===== src/rtl/tinyrv1_pkg.sv =====
// Shared TinyRV1 control definitions: FSM states, mux encodings, opcodes.
// Latency: n/a (types and constants only).
// Backpressure: n/a.
package tinyrv1_pkg;

  typedef enum logic [3:0] {
    ST_IDLE,
    ST_FETCH_REQ,
    ST_FETCH_WAIT,
    ST_DECODE,
    ST_EXEC,
    ST_MUL,
    ST_MEM_REQ,
    ST_MEM_WAIT,
    ST_HALT
  } state_t;

  typedef enum logic [1:0] {
    IMM_I = 2'b00,
    IMM_S = 2'b01,
    IMM_J = 2'b10,
    IMM_B = 2'b11
  } imm_t;

  typedef enum logic [1:0] {
    PC_PLUS4  = 2'd0,
    PC_BRANCH = 2'd1,
    PC_JUMP   = 2'd2,
    PC_REG    = 2'd3
  } pc_sel_t;

  typedef enum logic [1:0] {
    WB_ALU = 2'd0,
    WB_MEM = 2'd1,
    WB_PC4 = 2'd2,
    WB_MUL = 2'd3
  } wb_sel_t;

  localparam logic [6:0] OPC_OP     = 7'b0110011;
  localparam logic [6:0] OPC_OP_IMM = 7'b0010011;
  localparam logic [6:0] OPC_LOAD   = 7'b0000011;
  localparam logic [6:0] OPC_STORE  = 7'b0100011;
  localparam logic [6:0] OPC_JAL    = 7'b1101111;
  localparam logic [6:0] OPC_JALR   = 7'b1100111;
  localparam logic [6:0] OPC_BRANCH = 7'b1100011;

  localparam logic [2:0] F3_ADD  = 3'b000;
  localparam logic [2:0] F3_WORD = 3'b010;
  localparam logic [2:0] F3_JALR = 3'b000;
  localparam logic [2:0] F3_BNE  = 3'b001;

  localparam logic [6:0] F7_ADD = 7'b0000000;
  localparam logic [6:0] F7_MUL = 7'b0000001;

  // One-hot operation class; all-zero means the instruction is not legal.
  typedef struct packed {
    logic add;
    logic mul;
    logic addi;
    logic lw;
    logic sw;
    logic jal;
    logic jr;
    logic bne;
  } op_t;

endpackage


===== src/rtl/proc_ctrl_mc_if.sv =====
// Memory request/response handshake between the controller and memory.
// Latency: n/a (wires only).
// Backpressure: request held by master until mem_req_rdy; response is a single-cycle valid.
// Ports: mem_req_val/mem_req_wr/addr_sel from controller; mem_req_rdy/mem_resp_val from memory.
interface proc_ctrl_mc_if;
  logic mem_req_val;
  logic mem_req_wr;
  logic addr_sel;
  logic mem_req_rdy;
  logic mem_resp_val;

  modport master (
    output mem_req_val, mem_req_wr, addr_sel,
    input  mem_req_rdy, mem_resp_val
  );

  modport slave (
    input  mem_req_val, mem_req_wr, addr_sel,
    output mem_req_rdy, mem_resp_val
  );
endinterface


===== src/rtl/proc_ctrl_decode.sv =====
// Instruction classifier: ir -> one-hot op class plus illegal flag.
// Latency: combinational.
// Backpressure: none.
// Ports: ir in; op (op_t) out; illegal out.
module proc_ctrl_decode
  import tinyrv1_pkg::*;
(
  input  logic [31:0] ir,
  output op_t         op,
  output logic        illegal
);

  logic [6:0] opc;
  logic [2:0] f3;
  logic [6:0] f7;

  assign opc = ir[6:0];
  assign f3  = ir[14:12];
  assign f7  = ir[31:25];

  // Register/immediate fields do not influence control decode.
  logic unused_ir_bits;
  assign unused_ir_bits = ^{ir[24:15], ir[11:7]};

  always_comb begin
    op      = '0;
    op.add  = (opc == OPC_OP)     && (f3 == F3_ADD)  && (f7 == F7_ADD);
    op.mul  = (opc == OPC_OP)     && (f3 == F3_ADD)  && (f7 == F7_MUL);
    op.addi = (opc == OPC_OP_IMM) && (f3 == F3_ADD);
    op.lw   = (opc == OPC_LOAD)   && (f3 == F3_WORD);
    op.sw   = (opc == OPC_STORE)  && (f3 == F3_WORD);
    op.jal  = (opc == OPC_JAL);
    op.jr   = (opc == OPC_JALR)   && (f3 == F3_JALR);
    op.bne  = (opc == OPC_BRANCH) && (f3 == F3_BNE);
    illegal = (op == '0);
  end

endmodule


===== src/rtl/proc_ctrl_mc.sv =====
// Multi-cycle TinyRV1 control unit: fetch/decode/exec FSM with 8-cycle iterative multiply.
// Latency: ALU/jump/branch 4 cycles, LW/SW 6 cycles, MUL decode+exec plus 8 MUL cycles (zero-wait memory).
// Backpressure: mem_req_val held with stable mem_req_wr/addr_sel until mem_req_rdy; waits on mem_resp_val.
// Ports: clk, rst (async, active-high); ir, br_eq in; mem (master modport);
//        ir_en, pc_en, pc_sel, imm_type, op2_sel, mul_en, rf_wen, wb_sel, halted out.
module proc_ctrl_mc
  import tinyrv1_pkg::*;
(
  input  logic                  clk,
  input  logic                  rst,
  input  logic [31:0]           ir,
  input  logic                  br_eq,
  proc_ctrl_mc_if.master        mem,
  output logic                  ir_en,
  output logic                  pc_en,
  output logic [1:0]            pc_sel,
  output logic [1:0]            imm_type,
  output logic                  op2_sel,
  output logic                  mul_en,
  output logic                  rf_wen,
  output logic [1:0]            wb_sel,
  output logic                  halted
);

  state_t     state_q, state_d;
  logic [2:0] cnt_q, cnt_d;
  op_t        op;
  logic       illegal;
  logic       req_val, req_wr, req_addr_sel;

  // ir is held externally after ir_en, so decode stays valid through EXEC and MEM states.
  proc_ctrl_decode u_decode (
    .ir      (ir),
    .op      (op),
    .illegal (illegal)
  );

  always_ff @(posedge clk or posedge rst) begin
    if (rst) begin
      state_q <= ST_IDLE;
      cnt_q   <= 3'd0;
    end else begin
      state_q <= state_d;
      cnt_q   <= cnt_d;
    end
  end

  always_comb begin
    state_d      = state_q;
    cnt_d        = cnt_q;
    req_val      = 1'b0;
    req_wr       = 1'b0;
    req_addr_sel = 1'b0;
    ir_en        = 1'b0;
    pc_en        = 1'b0;
    pc_sel       = PC_PLUS4;
    imm_type     = IMM_I;
    op2_sel      = 1'b0;
    mul_en       = 1'b0;
    rf_wen       = 1'b0;
    wb_sel       = WB_ALU;
    halted       = 1'b0;

    case (state_q)
      ST_IDLE: state_d = ST_FETCH_REQ;

      ST_FETCH_REQ: begin
        req_val = 1'b1;
        if (mem.mem_req_rdy) state_d = ST_FETCH_WAIT;
      end

      ST_FETCH_WAIT: begin
        if (mem.mem_resp_val) begin
          ir_en   = 1'b1;
          state_d = ST_DECODE;
        end
      end

      ST_DECODE: state_d = illegal ? ST_HALT : ST_EXEC;

      ST_EXEC: begin
        state_d = ST_FETCH_REQ;
        if (op.add || op.addi) begin
          rf_wen   = 1'b1;
          wb_sel   = WB_ALU;
          op2_sel  = op.addi;
          imm_type = IMM_I;
          pc_en    = 1'b1;
          pc_sel   = PC_PLUS4;
        end else if (op.jal) begin
          imm_type = IMM_J;
          rf_wen   = 1'b1;
          wb_sel   = WB_PC4;
          pc_en    = 1'b1;
          pc_sel   = PC_JUMP;
        end else if (op.jr) begin
          pc_en  = 1'b1;
          pc_sel = PC_REG;
        end else if (op.bne) begin
          imm_type = IMM_B;
          pc_en    = 1'b1;
          pc_sel   = br_eq ? PC_PLUS4 : PC_BRANCH;
        end else if (op.lw || op.sw) begin
          op2_sel  = 1'b1;
          imm_type = op.sw ? IMM_S : IMM_I;
          state_d  = ST_MEM_REQ;
        end else if (op.mul) begin
          cnt_d   = 3'd0;
          state_d = ST_MUL;
        end else begin
          // ir changed after decode; stop rather than execute garbage.
          state_d = ST_HALT;
        end
      end

      ST_MUL: begin
        mul_en = 1'b1;
        if (cnt_q == 3'd7) begin
          rf_wen  = 1'b1;
          wb_sel  = WB_MUL;
          pc_en   = 1'b1;
          pc_sel  = PC_PLUS4;
          cnt_d   = 3'd0;
          state_d = ST_FETCH_REQ;
        end else begin
          cnt_d = cnt_q + 3'd1;
        end
      end

      ST_MEM_REQ: begin
        req_val      = 1'b1;
        req_addr_sel = 1'b1;
        req_wr       = op.sw;
        imm_type     = op.sw ? IMM_S : IMM_I;
        if (mem.mem_req_rdy) state_d = ST_MEM_WAIT;
      end

      ST_MEM_WAIT: begin
        if (mem.mem_resp_val) begin
          if (op.lw) begin
            rf_wen = 1'b1;
            wb_sel = WB_MEM;
          end
          pc_en   = 1'b1;
          pc_sel  = PC_PLUS4;
          state_d = ST_FETCH_REQ;
        end
      end

      ST_HALT: halted = 1'b1;

      default: state_d = ST_IDLE;
    endcase
  end

  assign mem.mem_req_val = req_val;
  assign mem.mem_req_wr  = req_wr;
  assign mem.addr_sel    = req_addr_sel;

endmodule


===== src/flat_wrapper.sv =====
// flat-port wrapper written by rule: the top's interface ports become plain ports
module proc_ctrl_mc_flat import tinyrv1_pkg::*;
  (clk, rst, ir, br_eq, ir_en, pc_en, pc_sel, imm_type, op2_sel, mul_en, rf_wen, wb_sel, halted, mem_mem_req_val, mem_mem_req_wr, mem_addr_sel, mem_mem_req_rdy, mem_mem_resp_val);
  proc_ctrl_mc_if mem_i ();
  input  logic clk;
  input  logic rst;
  input  logic [31:0] ir;
  input  logic br_eq;
  output logic ir_en;
  output logic pc_en;
  output logic [1:0] pc_sel;
  output logic [1:0] imm_type;
  output logic op2_sel;
  output logic mul_en;
  output logic rf_wen;
  output logic [1:0] wb_sel;
  output logic halted;
  output wire logic [$bits(mem_i.mem_req_val)-1:0] mem_mem_req_val;
  output wire logic [$bits(mem_i.mem_req_wr)-1:0] mem_mem_req_wr;
  output wire logic [$bits(mem_i.addr_sel)-1:0] mem_addr_sel;
  input wire logic [$bits(mem_i.mem_req_rdy)-1:0] mem_mem_req_rdy;
  input wire logic [$bits(mem_i.mem_resp_val)-1:0] mem_mem_resp_val;
  assign mem_mem_req_val = mem_i.mem_req_val;
  assign mem_mem_req_wr = mem_i.mem_req_wr;
  assign mem_addr_sel = mem_i.addr_sel;
  assign mem_i.mem_req_rdy = mem_mem_req_rdy;
  assign mem_i.mem_resp_val = mem_mem_resp_val;
  proc_ctrl_mc u_core (.clk(clk), .rst(rst), .ir(ir), .br_eq(br_eq), .mem(mem_i), .ir_en(ir_en), .pc_en(pc_en), .pc_sel(pc_sel), .imm_type(imm_type), .op2_sel(op2_sel), .mul_en(mul_en), .rf_wen(rf_wen), .wb_sel(wb_sel), .halted(halted));
endmodule

===== config.mk =====
export PLATFORM = sky130hd
export DESIGN_NAME = proc_ctrl_mc_flat
export DESIGN_NICKNAME = d
export VERILOG_FILES = /design/src/rtl/tinyrv1_pkg.sv /design/src/rtl/proc_ctrl_mc_if.sv /design/src/rtl/proc_ctrl_decode.sv /design/src/rtl/proc_ctrl_mc.sv /design/src/flat_wrapper.sv
export SDC_FILE = /design/constraint.sdc
export NUM_CORES = 1
export LEC_CHECK = 0
export ABC_AREA = 1
export BUFFER_PORTS_ARGS = -buffer_cell sky130_fd_sc_hd__buf_2
export CORE_MARGIN = 2
export CORE_UTILIZATION = 27
export CTS_CLUSTER_DIAMETER = 120
export DETAILED_ROUTE_END_ITERATION = 10
export GPL_TIMING_DRIVEN = 0
export PLACE_DENSITY_LB_ADDON = 0.1
export SYNTH_ARGS = -nofsm -noshare
export SYNTH_HDL_FRONTEND = slang
export SYNTH_SLANG_ARGS = --single-unit

===== constraint.sdc =====
create_clock -name clk -period 1.7 [get_ports clk]
set_input_delay 0.51 -clock clk [delete_from_list [all_inputs] [get_ports clk]]
set_output_delay 0.51 -clock clk [all_outputs]
set_load 0.05 [all_outputs]

==> results.md <==
| Metric | Value |
| --- | --- |
| RSZ-0062 raised after global routing | true |
| Synthesized area per cell | 6.19 um2 |
| Sw frac | 29.2% |
| Crit Path Category | in -> out |
| Met2 capacity usage during global routing | 26.3% |
| Number of buffers created by CTS | 3 |
| Clock-pin slew reported for the worst setup and hold paths after clock tree synthesis | 0.05 ns |
| Period utilization | 128% |
| Pint | 312 uW |
| Combinational power share | 28.1% |
| Level count of the clock H-tree | 1 |
| Violations in the final reports | negative setup slack |
| Cts hold-fix bufs | 0 |
| GR Util met3 | 3.75% |
| Power Density | 221 nW/um2 |
| Number of synthesis warnings | 0 |
| Flops & latches, synth | 7 |
| Vias | 1223 |
| Most common cell after layout, fill and taps aside | nand2_1 |
| Class of the tightest hold or removal check | in -> async |
| Final setup violation count | 15 |
| Layout-stage area growth over the synthesis result | 108% |
| Clock insertion delay at the later pin of the skew report | 0.25 ns |
| Routed WL | 3260 um |
| Worst path required time | 1.19 ns |
| Starting utilization of the core area | 28.5% |
| Critical path peak fanout | 4 |
| Highest-count cells in the layout ignoring fill and taps | 27 x nand2_1, 20 x buf_6, 20 x buf_4 |
| DRC violations left | 0 |
| IR Drop Worst-Case VDD | 0.255 mV |
| Port buffer count | 36 |
| Sink Count | 7 |
| Area of the multi-input gates | 975 um2 |
| Max-cap check violation count | 0 |
| Net total in the final layout | 264 |
| TritonCTS clock tree | yes |
| Vias in the first global route | 1184 |
| Die Y-Extent | 63.6 um |
| Drt first pass iters | 4 |
| Proportion of power drawn by flip-flops and latches | 37.8% |
| Residual antenna-violating net count after detailed routing | 0 |
| Data arrival at the endpoint of the critical path | 1.67 ns |
| Cell count after placement | 237 |
| Static Leak | 0.924 nW |
| Total Power | 441 uW |
| CTS max path bufs | 2 |
| Num ports | 52 |
| Largest net degree at the start of global routing | 9 |
| Sequential fraction of the synthesis area | 18.3% |
| Detailed placer's ending HPWL | 2210 um |
| Run status | complete, but fails checks |
| Worst-case clock skew | 0.00374 ns |
| Placement-stage cell area | 1370 um2 |
| Critical path startpoint category | input port |
| Slew Limit Fails | 0 |
| Average routed wire per standard cell | 12.1 um |
| Horizontal die dimension | 63.6 um |
| Clk pwr share | 34.1% |
| Fill cell instance count of the final layout | 317 |
| Final period demand of the worst path | 2.18 ns |
| Final design utilization | 59.4% |
| Cell Area, Synth | 960 um2 |
| Clock root cell | clkbuf_4 |
| Net Sw Power | 129 uW |
| Hold Violations, Final | 0 |
| Category of the worst setup path capture point | primary output |
| Area of the die | 4050 um2 |
| Final setup margin | -0.478 ns |
| Sequential cell area in the final layout | 179 um2 |
| First-pass GRT wire length | 4910 um |
| Fraction of layout cells with a size suffix above 1 | 68.8% |
| Synth Instances | 155 |
| Global-route met1 utilization | 18.6% |
| Final Cell Area | 2000 um2 |
| Fin cells | 270 |
| Setup slack of the worst register-to-register path | 0.22 ns |
| Floorplan row count | 21 |
| Start of the worst register-to-register path | u_core.state_q[2] |
| Least-Margin Pin Slew | 0.392 ns |
| Crit path launch | ir[14] |
| Most crowded layer after global routing | met2 |
| Detailed-route vias per instance | 4.53 |
| Max-slew headroom | 73.8% |
| Final weighted congestion in routability-driven placement | 0.755 |
| Initial antenna violation count | 0 |
| Global-route congestion overflow total | 0 |
| Distinct cell type count of the synthesized netlist | 29 |
| Diodes inserted | 0 |
| Global-route total usage across every layer | 14.7% |
| Area of the core | 3360 um2 |
| Count of routing violations after the opening detailed-route iteration | 17 |
| Synthesized net count | 194 |
| Achievable Freq | 0.459 GHz |
==> logic make-up after synthesis <==
| kind of cell | Yosys count | share of synthesized area (%) |
|---|---|---|
| and+or+nand+nor | 95 | 53.5 |
| adders and majority gates | 2 | 2.61 |
| muxes | 1 | 1.04 |
| AOI/OAI and AO/OA | 20 | 12.9 |
| buffers and inverters | 30 | 11.7 |
| DFF | 7 | 18.3 |
==> power groups by stage <==
stage	registers (mW)	logic, mW	clock network [mW]
global placement	0.170	0.0786	0
detailed placement	0.170	0.0815	0
CTS	0.167	0.0975	0.159
global route	0.166	0.134	0.171
floorplan	0.170	0.0409	0
finish	0.167	0.124	0.151
==> metrics by stage <==
step	setup TNS (ns)	setup slack, ns	hold WS [ns]
6_report	-5.23	-0.478	0.178
5_1_grt	-6.23	-0.547	0.187
3_3_place_gp	-6.20	-0.681	0.441
4_1_cts	-5.43	-0.546	0.180
2_1_floorplan	-2.97	-0.575	0.313
3_5_place_dp	-6.38	-0.686	0.454
==> area by class of cell <==
| type | count | share of cell area [%] |
|---|---|---|
| multi-input combinational | 118 | 48.7 |
| timing repair buffer | 65 | 30.3 |
| clock buffer | 4 | 1.31 |
| inverter | 30 | 7.82 |
| tap | 46 | 2.88 |
| sequential | 7 | 8.95 |
==> what timing repair did <==
item                                   CTS  global route
buffers inserted                        12            17
gates resized for setup                 66            48
endpoints found under the hold margin    0             0
cloned                                   0             0
pin swaps                               15            25
setup endpoints to repair               15            15
==> registers in the layout, indices dropped and copies added, names as in the netlist <==
name	count
u_core.state_q	4
u_core.cnt_q	3
==> worst paths after layout <==
path                                endpoint  cells after the start
setup reg to reg           u_core.state_q[0]                     12
hold / removal               u_core.cnt_q[1]                      2
max in group asynchronous  u_core.state_q[0]                      2
min in group clk             u_core.cnt_q[0]                      1
setup / recovery                       pc_en                      8
hold reg to reg              u_core.cnt_q[0]                      1
==> synth_stat cells, drive strengths merged <==
cell    count  area, um2
a21oi       7       38.8
o211ai      1       7.51
nand4       1       21.3
o21ai       7       35.0
inv        30        113
o31ai       1       12.5
a31oi       1       6.26
nand2      46        195
or2         2       15.0
dfrtp       7        175
a221oi      1       8.76
nor3        5       41.3
o21bai      1       7.51
nand3      15       90.1
ha          2       25.0
a211oi      1       7.51
nor2       26        150
mux2i       1       10.0
==> worst max-delay path, cell delays in order <==
cell	delay [ns]
buf_2	0.14
nor3_4	0.28
buf_4	0.17
nand3_4	0.07
nand3_1	0.10
o21ai_2	0.08
o211ai_1	0.08
buf_4	0.23
==> routing by layer <==
layer	wire [um]	vias to the layer above	part of all wire (%)
met5	0	-	0
met4	0	0	0
met3	192	0	5.9
met2	1710	35	52
met1	1360	553	42
li1	-	635	-
(Power assumes the default switching activity.)
